===== config.mk =====
export PLATFORM = sky130hd
export DESIGN_NAME = vga_rx_capture_8b
export DESIGN_NICKNAME = d
export VERILOG_FILES = /design/src/rtl/vga_rx_capture_8b.sv
export SDC_FILE = /design/constraint.sdc
export NUM_CORES = 1
export LEC_CHECK = 0
export CAP_MARGIN = 20
export CORE_UTILIZATION = 50
export CTS_CLUSTER_DIAMETER = 80
export CTS_CLUSTER_SIZE = 40
export DETAILED_ROUTE_END_ITERATION = 8
export GPL_ROUTABILITY_DRIVEN = 0
export GPL_TIMING_DRIVEN = 1
export PLACE_DENSITY_LB_ADDON = 0.12
export SLEW_MARGIN = 30
export SYNTH_ARGS = -nofsm -noshare
export SYNTH_HDL_FRONTEND = slang
export SYNTH_SLANG_ARGS = --single-unit

===== constraint.sdc =====
create_clock -name VGA_CLK -period 2.55 [get_ports VGA_CLK]
set_clock_uncertainty 0.1 [all_clocks]
set_input_delay 0.51 -clock VGA_CLK [delete_from_list [all_inputs] [get_ports VGA_CLK]]
set_output_delay 0.51 -clock VGA_CLK [all_outputs]
set_load 0.005 [all_outputs]

===== src/rtl/vga_rx_capture_8b.sv =====
// vga_rx_capture_8b: VGA timing recovery, format lock and X/Y pixel capture.
// Define VGA_RX_ERRCNT_EN to enable the saturating lock-loss counter on ERR_CNT.
module vga_rx_capture_8b #(
  parameter int H_W         = 11,
  parameter int V_W         = 10,
  parameter int LOCK_FRAMES = 2,
  parameter int TIMEOUT     = 4096
) (
  input  logic           VGA_CLK,
  input  logic           VGA_RST_N,
  input  logic           VGA_HSYNC,
  input  logic           VGA_VSYNC,
  input  logic           VGA_DE,
  input  logic [7:0]     VGA_R,
  input  logic [7:0]     VGA_G,
  input  logic [7:0]     VGA_B,
  output logic           PIX_VALID,
  output logic [H_W-1:0] PIX_X,
  output logic [V_W-1:0] PIX_Y,
  output logic [23:0]    PIX_RGB,
  output logic           FRAME_START,
  output logic           LOCKED,
  output logic [H_W-1:0] H_ACTIVE,
  output logic [V_W-1:0] V_ACTIVE,
  output logic [H_W-1:0] H_TOTAL,
  output logic [15:0]    ERR_CNT
);
  localparam int T_W = $clog2(TIMEOUT + 1);
  typedef enum logic [1:0] {S_IDLE, S_MEAS, S_CHECK, S_LOCK} state_t;
  state_t state, state_nx;
  logic hs1, hs2, vs1, vs2, de1, de2;
  logic [23:0] rgb1;
  logic [H_W-1:0] h_cnt, x, x_cur, f_h, ref_h, ref_h_nx;
  logic [V_W-1:0] f_v, ref_v, ref_v_nx;
  logic [3:0] cnt, cnt_nx;
  logic [T_W-1:0] to_cnt;
  logic bad, hs_fall, vs_fall, de_rise, de_fall, match, timeout, locked, pix_bad;
  assign hs_fall = hs2 & ~hs1;
  assign vs_fall = vs2 & ~vs1;
  assign de_rise = ~de2 & de1;
  assign de_fall = de2 & ~de1;
  assign x_cur   = de_rise ? '0 : x;
  assign locked  = state == S_LOCK;
  assign match   = !bad && f_h != '0 && f_v != '0 && f_h == ref_h && f_v == ref_v;
  // the cycle that finally brings an HSYNC fall must not be mistaken for a timeout
  assign timeout = to_cnt == T_W'(TIMEOUT) && !hs_fall;
  assign pix_bad = locked && de1 && (x_cur >= ref_h || f_v >= ref_v);
  assign LOCKED   = locked;
  assign H_ACTIVE = locked ? ref_h : '0;
  assign V_ACTIVE = locked ? ref_v : '0;
  always_comb begin
    state_nx = state;
    ref_h_nx = ref_h;
    ref_v_nx = ref_v;
    cnt_nx   = cnt;
    if (timeout) begin
      state_nx = S_IDLE;
      ref_h_nx = '0;
      ref_v_nx = '0;
      cnt_nx   = '0;
    end else if (vs_fall) begin
      if (state == S_IDLE) state_nx = S_MEAS;
      else if (state == S_MEAS || !match) begin
        state_nx = S_CHECK;
        ref_h_nx = f_h;
        ref_v_nx = f_v;
        cnt_nx   = '0;
      end else if (state == S_CHECK) begin
        cnt_nx   = cnt + 4'd1;
        state_nx = cnt_nx == 4'(LOCK_FRAMES) ? S_LOCK : S_CHECK;
      end
    end
  end
  always_ff @(posedge VGA_CLK or negedge VGA_RST_N) begin
    if (!VGA_RST_N) begin
      state <= S_IDLE;
      ref_h <= '0;
      ref_v <= '0;
      cnt   <= '0;
    end else begin
      state <= state_nx;
      ref_h <= ref_h_nx;
      ref_v <= ref_v_nx;
      cnt   <= cnt_nx;
    end
  end
  always_ff @(posedge VGA_CLK or negedge VGA_RST_N) begin
    if (!VGA_RST_N) begin
      {hs1, hs2, vs1, vs2, de1, de2} <= '0;
      rgb1        <= '0;
      h_cnt       <= '0;
      to_cnt      <= '0;
      x           <= '0;
      f_h         <= '0;
      f_v         <= '0;
      bad         <= 1'b0;
      H_TOTAL     <= '0;
      FRAME_START <= 1'b0;
      PIX_VALID   <= 1'b0;
      PIX_X       <= '0;
      PIX_Y       <= '0;
      PIX_RGB     <= '0;
    end else begin
      {hs1, hs2, vs1, vs2, de1, de2} <= {VGA_HSYNC, hs1, VGA_VSYNC, vs1, VGA_DE, de1};
      rgb1 <= {VGA_R, VGA_G, VGA_B};
      if (hs_fall) begin
        h_cnt   <= '0;
        to_cnt  <= '0;
        H_TOTAL <= h_cnt + H_W'(1);
      end else begin
        h_cnt  <= h_cnt != '1 ? h_cnt + H_W'(1) : h_cnt;
        to_cnt <= to_cnt != T_W'(TIMEOUT) ? to_cnt + T_W'(1) : to_cnt;
      end
      if (de1) x <= x_cur + H_W'(1);
      // a line still open across the VSYNC fall is credited to the new frame
      if (vs_fall) begin
        f_v <= V_W'(de_fall);
        f_h <= de_fall ? x : '0;
        bad <= 1'b0;
      end else begin
        if (de_fall) begin
          if (f_v == '0) f_h <= x;
          else if (x != f_h) bad <= 1'b1;
          if (f_v != '1) f_v <= f_v + V_W'(1);
        end
        if (pix_bad) bad <= 1'b1;
      end
      FRAME_START <= vs_fall;
      PIX_VALID   <= locked && de1;
      if (locked && de1) begin
        PIX_X   <= x_cur;
        PIX_Y   <= vs_fall ? '0 : f_v;
        PIX_RGB <= rgb1;
      end
    end
  end
`ifdef VGA_RX_ERRCNT_EN
  logic loss;
  logic [15:0] err_cnt;
  assign loss    = locked && (timeout || (vs_fall && !match));
  assign ERR_CNT = err_cnt;
  always_ff @(posedge VGA_CLK or negedge VGA_RST_N) begin
    if (!VGA_RST_N) err_cnt <= '0;
    else if (loss && err_cnt != 16'hFFFF) err_cnt <= err_cnt + 16'd1;
  end
`else
  assign ERR_CNT = '0;
`endif
endmodule


## Word level (Yosys, flattened, before mapping)

Cells that the tools add are included.

| cells by class | value |
|---|---|
| add/subtract/negate cells | 5 |
| magnitude comparators | 2 |
| eq/ne operators | 13 |
| muxes and demuxes | 39 |
| bitwise gates (word level) | 8 |
| reduce and logical (&&, ||, !) cells | 33 |

Operators by type and width:

| cell | count |
|---|---|
| $mux W11 | 12 |
| $mux W10 | 9 |
| $mux W13 | 2 |
| $add A11 B1 Y11 const B | 2 |
| $mux W4 | 5 |
| $reduce_bool A2 Y1 | 7 |
| $add A13 B1 Y13 const B | 1 |
| $eq A13 B13 Y1 const B | 1 |
| $ne A13 B13 Y1 const B | 1 |
| $eq A11 B11 Y1 | 1 |
| $ge A11 B11 Y1 | 1 |
| $ne A11 B11 Y1 | 1 |
| $ne A11 B11 Y1 const B | 1 |
| $reduce_bool A11 Y1 | 1 |
| $add A10 B1 Y10 const B | 1 |
| $eq A10 B10 Y1 | 1 |
| $ge A10 B10 Y1 | 1 |
| $logic_not A10 Y1 | 1 |
| $mux W2 | 5 |
| $ne A10 B10 Y1 const B | 1 |
| $reduce_bool A10 Y1 | 1 |
| $reduce_and A3 Y1 | 3 |
| $reduce_bool A3 Y1 | 3 |
| $logic_and A1 B1 Y1 | 7 |
| 14 further kinds | 31 |

| word-level totals | value |
|---|---|
| register bits | 172 |
| input port bits | 29 |
| output and inout port bits | 96 |
| logic and storage cells | 123 |

## Depth between registers and ports, before layout

| depth | value |
|---|---|
| word-level depth | 11 |
| depth in mapped cells | 11 |
| gate-level depth less buffers | 10 |

## Worst setup path before layout

Ideal clock, no wire load.

| path | value |
|---|---|
| kind | register to register |
| start point | reg to_cnt[0] |
| end point | reg ref_h[6] |
| library setup time | 123 ps |
| data arrival time | 2030 ps |
| data required time | 2327 ps |
| setup slack | 296 ps |
| stages on the path, launching flop included | 11 |
| path buffers | 3 |
| clock period less this slack | 2254 ps |
| cell sequence | dfrtp_1 inv_1 ha_1 or4b_1 or3_1 buf_2 nand2b_4 buf_6 buf_6 nand2_1 o21ai_1 |

| on the way | value |
|---|---|
| cells in the longest elaborated chain, start to end | 4 |

Ends and longest elaborated chain:

| what | line | RTL |
|---|---|---|
| start: declaration | 36 | `logic [T_W-1:0] to_cnt;` |
| start signal: assignment | 112 | `to_cnt <= to_cnt != T_W'(TIMEOUT) ? to_cnt + T_W'(1) : to_cnt;` |
| $eq A13 B13 Y1 * | 46 | `assign timeout = to_cnt == T_W'(TIMEOUT) && !hs_fall;` |
| $logic_and A1 B1 Y1 * | 46 |  |
| $ne A2 B2 Y1 (no source line) / $reduce_bool A2 Y1 (equally long branches) | n/a |  |
| $reduce_and A3 Y1 (no source line) | n/a |  |
| end signal: assignment | 82 | `ref_h <= ref_h_nx;` |
| end: declaration | 33 | `logic [H_W-1:0] h_cnt, x, x_cur, f_h, ref_h, ref_h_nx;` |

Mark *: on every way between the ends. The rest lies on a longest branch, timed or not.
A chain may end at the register's enable or synchronous reset.

## Final worst setup path

| path | value |
|---|---|
| start point | reg state[1] |
| end point | out LOCKED |

| on the way | value |
|---|---|
| cells in the longest elaborated chain, start to end | 1 |

Ends and longest elaborated chain:

| what | line | RTL |
|---|---|---|
| start: declaration | 30 | `state_t state, state_nx;` |
| start signal: assignment | 81 | `state <= state_nx;` |
| $eq A2 B2 Y1 | 43 | `assign locked = state == S_LOCK;` |
| end: declaration | 22 | `output logic LOCKED,` |

Every way passes these cells.

==> results_dict.tcl <==
set metrics [dict create \
    cts_setup_buffers 0 \
    ys_warn_count 0 \
    die_w_um 128 \
    synthToLayoutAreaGrowth_pct 24.9 \
    yosysSeqAreaShare_pct 54.6 \
    grt_usage_pct 22.9 \
    status "finished, final reports clean" \
    cts_tree "done" \
    hold_slack_ps 269 \
    num_antenna_cells 0 \
    rsz0062_at_grt "false" \
    nets 931 \
    tightest_slew_ps 534 \
    vias_per_cell 5.22 \
    root_buffer "clkbuf_16" \
    fill_cells 1279 \
    holdCritPathClass "flip-flop to flip-flop" \
    hold_viol 0 \
    grt_pass1_vias 5804 \
    setup_tns_ps 0 \
    synth_area_leader_cell "dfrtp_1" \
    dr.pass1.iters 4 \
    clock-sinks 172 \
    synthArstFlopShare_pct 100 \
    grt_overflow 0 \
    worstPathArrival_ps 1870 \
    mostFrequentLayoutCells "dfrtp_1 (171), nand2_1 (117), clkdlybuf4s50_1 (107)" \
    core_area_um2 15300 \
    antenna_found_initial 0 \
    synthTopCellsByArea "dfrtp_1 (55%), nand2_1 (5.6%), ha_1 (4.3%), mux2_2 (4.1%), xor2_1 (3.4%)" \
    die-area_um2 16300 \
    crit_path_end_kind "output pin" \
    die_y_um 128 \
    final_common_cell "dfrtp_1" \
    cap_violations 0 \
    ys.flop_type "dfrtp_1" \
    start_kind "flip-flop" \
    period_share_pct 97.4 \
    clk_path_buf_depth 2 \
    cts_buffers 17 \
    cp_max_fo 22 \
    grt_max_degree 56 \
    dp_hpwl_um 12300 \
    path_clk_slew_ps 70 \
    drv_slew 0 \
    max_freq_mhz 403 \
    final-setup-viol-count 0 \
    vias 5741 \
    io_pins 125 \
    drt-total-wl_um 17200 \
    p_total_uw 7860 \
    final_antenna_net_count 0 \
    drive_gt1_share_pct 11.1 \
    leakagePower_uw 0.00446 \
    postSynthCellCount 757 \
    ys_ff_latch 172 \
    syn_area_per_cell_um2 10.4 \
    insertion_delay_ps 430 \
    start_util_pct 51.5 \
    synth_top_area_share_pct 54.6 \
    p_per_area_nw_per_um2 798 \
    synth_cell_types 51 \
    maxSlewHeadroom_pct 64.4 \
    drtIter0Drc 324 \
    htree_levels 4 \
    synth_edf_count 0 \
    wl_per_cell_um 15.7 \
    rows 45 \
    drc_errors 0 \
    critPathKind "flip-flop to output pin" \
    dpl.cell_count 1066 \
    final_cells 1099 \
    portBuffers 108 \
    irDropWorstVdd_uv 632 \
    syn_area_um2 7890 \
    required_ps 1940 \
    min_period_ps 2480 \
    grt_pass1_wl_um 29000 \
]
==> cell usage after synthesis, types with 9 or more instances <==
| cell type | number |
|---|---|
| a21oi_1 | 23 |
| a22o_1 | 11 |
| and3_1 | 25 |
| buf_4 | 16 |
| clkbuf_1 | 22 |
| dfrtp_1 | 172 |
| ha_1 | 27 |
| inv_1 | 35 |
| mux2_2 | 29 |
| nand2_1 | 118 |
| nand2b_1 | 10 |
| nand3_1 | 27 |
| nand4_1 | 15 |
| nor2_1 | 41 |
| nor3_1 | 9 |
| o21ai_0 | 24 |
| o21ai_1 | 18 |
| xnor2_1 | 27 |
| xor2_1 | 31 |
==> registers in the layout, indices dropped and copies added, names as in the netlist, 2 cells and up <==
name / count
f_h: 11
PIX_X: 11
PIX_RGB: 24
ref_h: 11
f_v: 10
h_cnt: 11
H_TOTAL: 11
state: 2
PIX_Y: 10
cnt: 4
rgb1: 24
x: 11
ref_v: 10
to_cnt: 13
==> stage by stage <==
stage,util [%],cell area (µm²),worst slack [ps]
2_1_floorplan,-,7950,296
3_3_place_gp,60.4,9240,188
3_5_place_dp,60.4,9240,166
4_1_cts,64.2,9840,91.9
5_1_grt,64.3,9850,4.16
6_report,64.3,9850,67.5
==> final cells by class <==
class                      instances  area (µm²)  area share, %
clock buffer                      19         453           4.60
sequential                       172        4310           43.7
inverter                          36         135           1.37
multi-input combinational        513        3240           32.9
clock inverter                    13         131           1.33
tap                              211         264           2.68
timing repair buffer             135        1330           13.4
==> report_power, final <==
part,internal (µW),switching [µW]
clock network,1420,1120
logic,1070,754
registers,3140,358
==> logic make-up (layout without fill, tap and decap cells) <==
group	count (synthesis)	count (layout)	share of synthesized area, %
buffers and inverters	87	203	5.27
xor gates and xnor gates	58	58	6.44
muxes	30	30	4.27
DFF	172	172	54.6
adders and majority gates	27	27	4.28
and+or+nand+nor	277	277	16.8
other	1	16	0.0475
AOI/OAI and AO/OA	105	105	8.30
==> per-layer routing <==
metal	vias up	track usage [%]	wire, µm
met4	0	9.55	435
met3	32	4.86	761
met5	-	0	0
met2	146	36.8	8160
li1	2768	-	-
met1	2795	30.3	7850
==> final timing paths <==
check	startpoint	to	slack [ps]	cells past startpoint
min	vs1$_DFF_PN0_	vs2$_DFF_PN0_	270	0
min reg2reg	vs1$_DFF_PN0_	vs2$_DFF_PN0_	270	0
max	state[1]$_DFFE_PN0P_	LOCKED	70	3
min in group asynchronous	VGA_RST_N	f_v[5]$_DFFE_PN0P_	510	2
max in group asynchronous	VGA_RST_N	H_TOTAL[4]$_DFFE_PN0P_	1130	3
max reg2reg	to_cnt[0]$_DFFE_PN0N_	ref_v[0]$_DFFE_PN0P_	160	8
==> repair_timing <==
item                                   CTS  global route
hold buffers                             1             0
pin swaps                                0             0
endpoints found under the hold margin   52             0
resized for setup                        1             3
setup endpoints to repair               22             1
==> critical path, cell delays in order, from the launching register on <==
cell and delay [ps]:
dfrtp_1 430, buf_4 250, and2_1 240, clkdlybuf4s50_1 530
No activity file was read; power rests on OpenSTA's default activity.
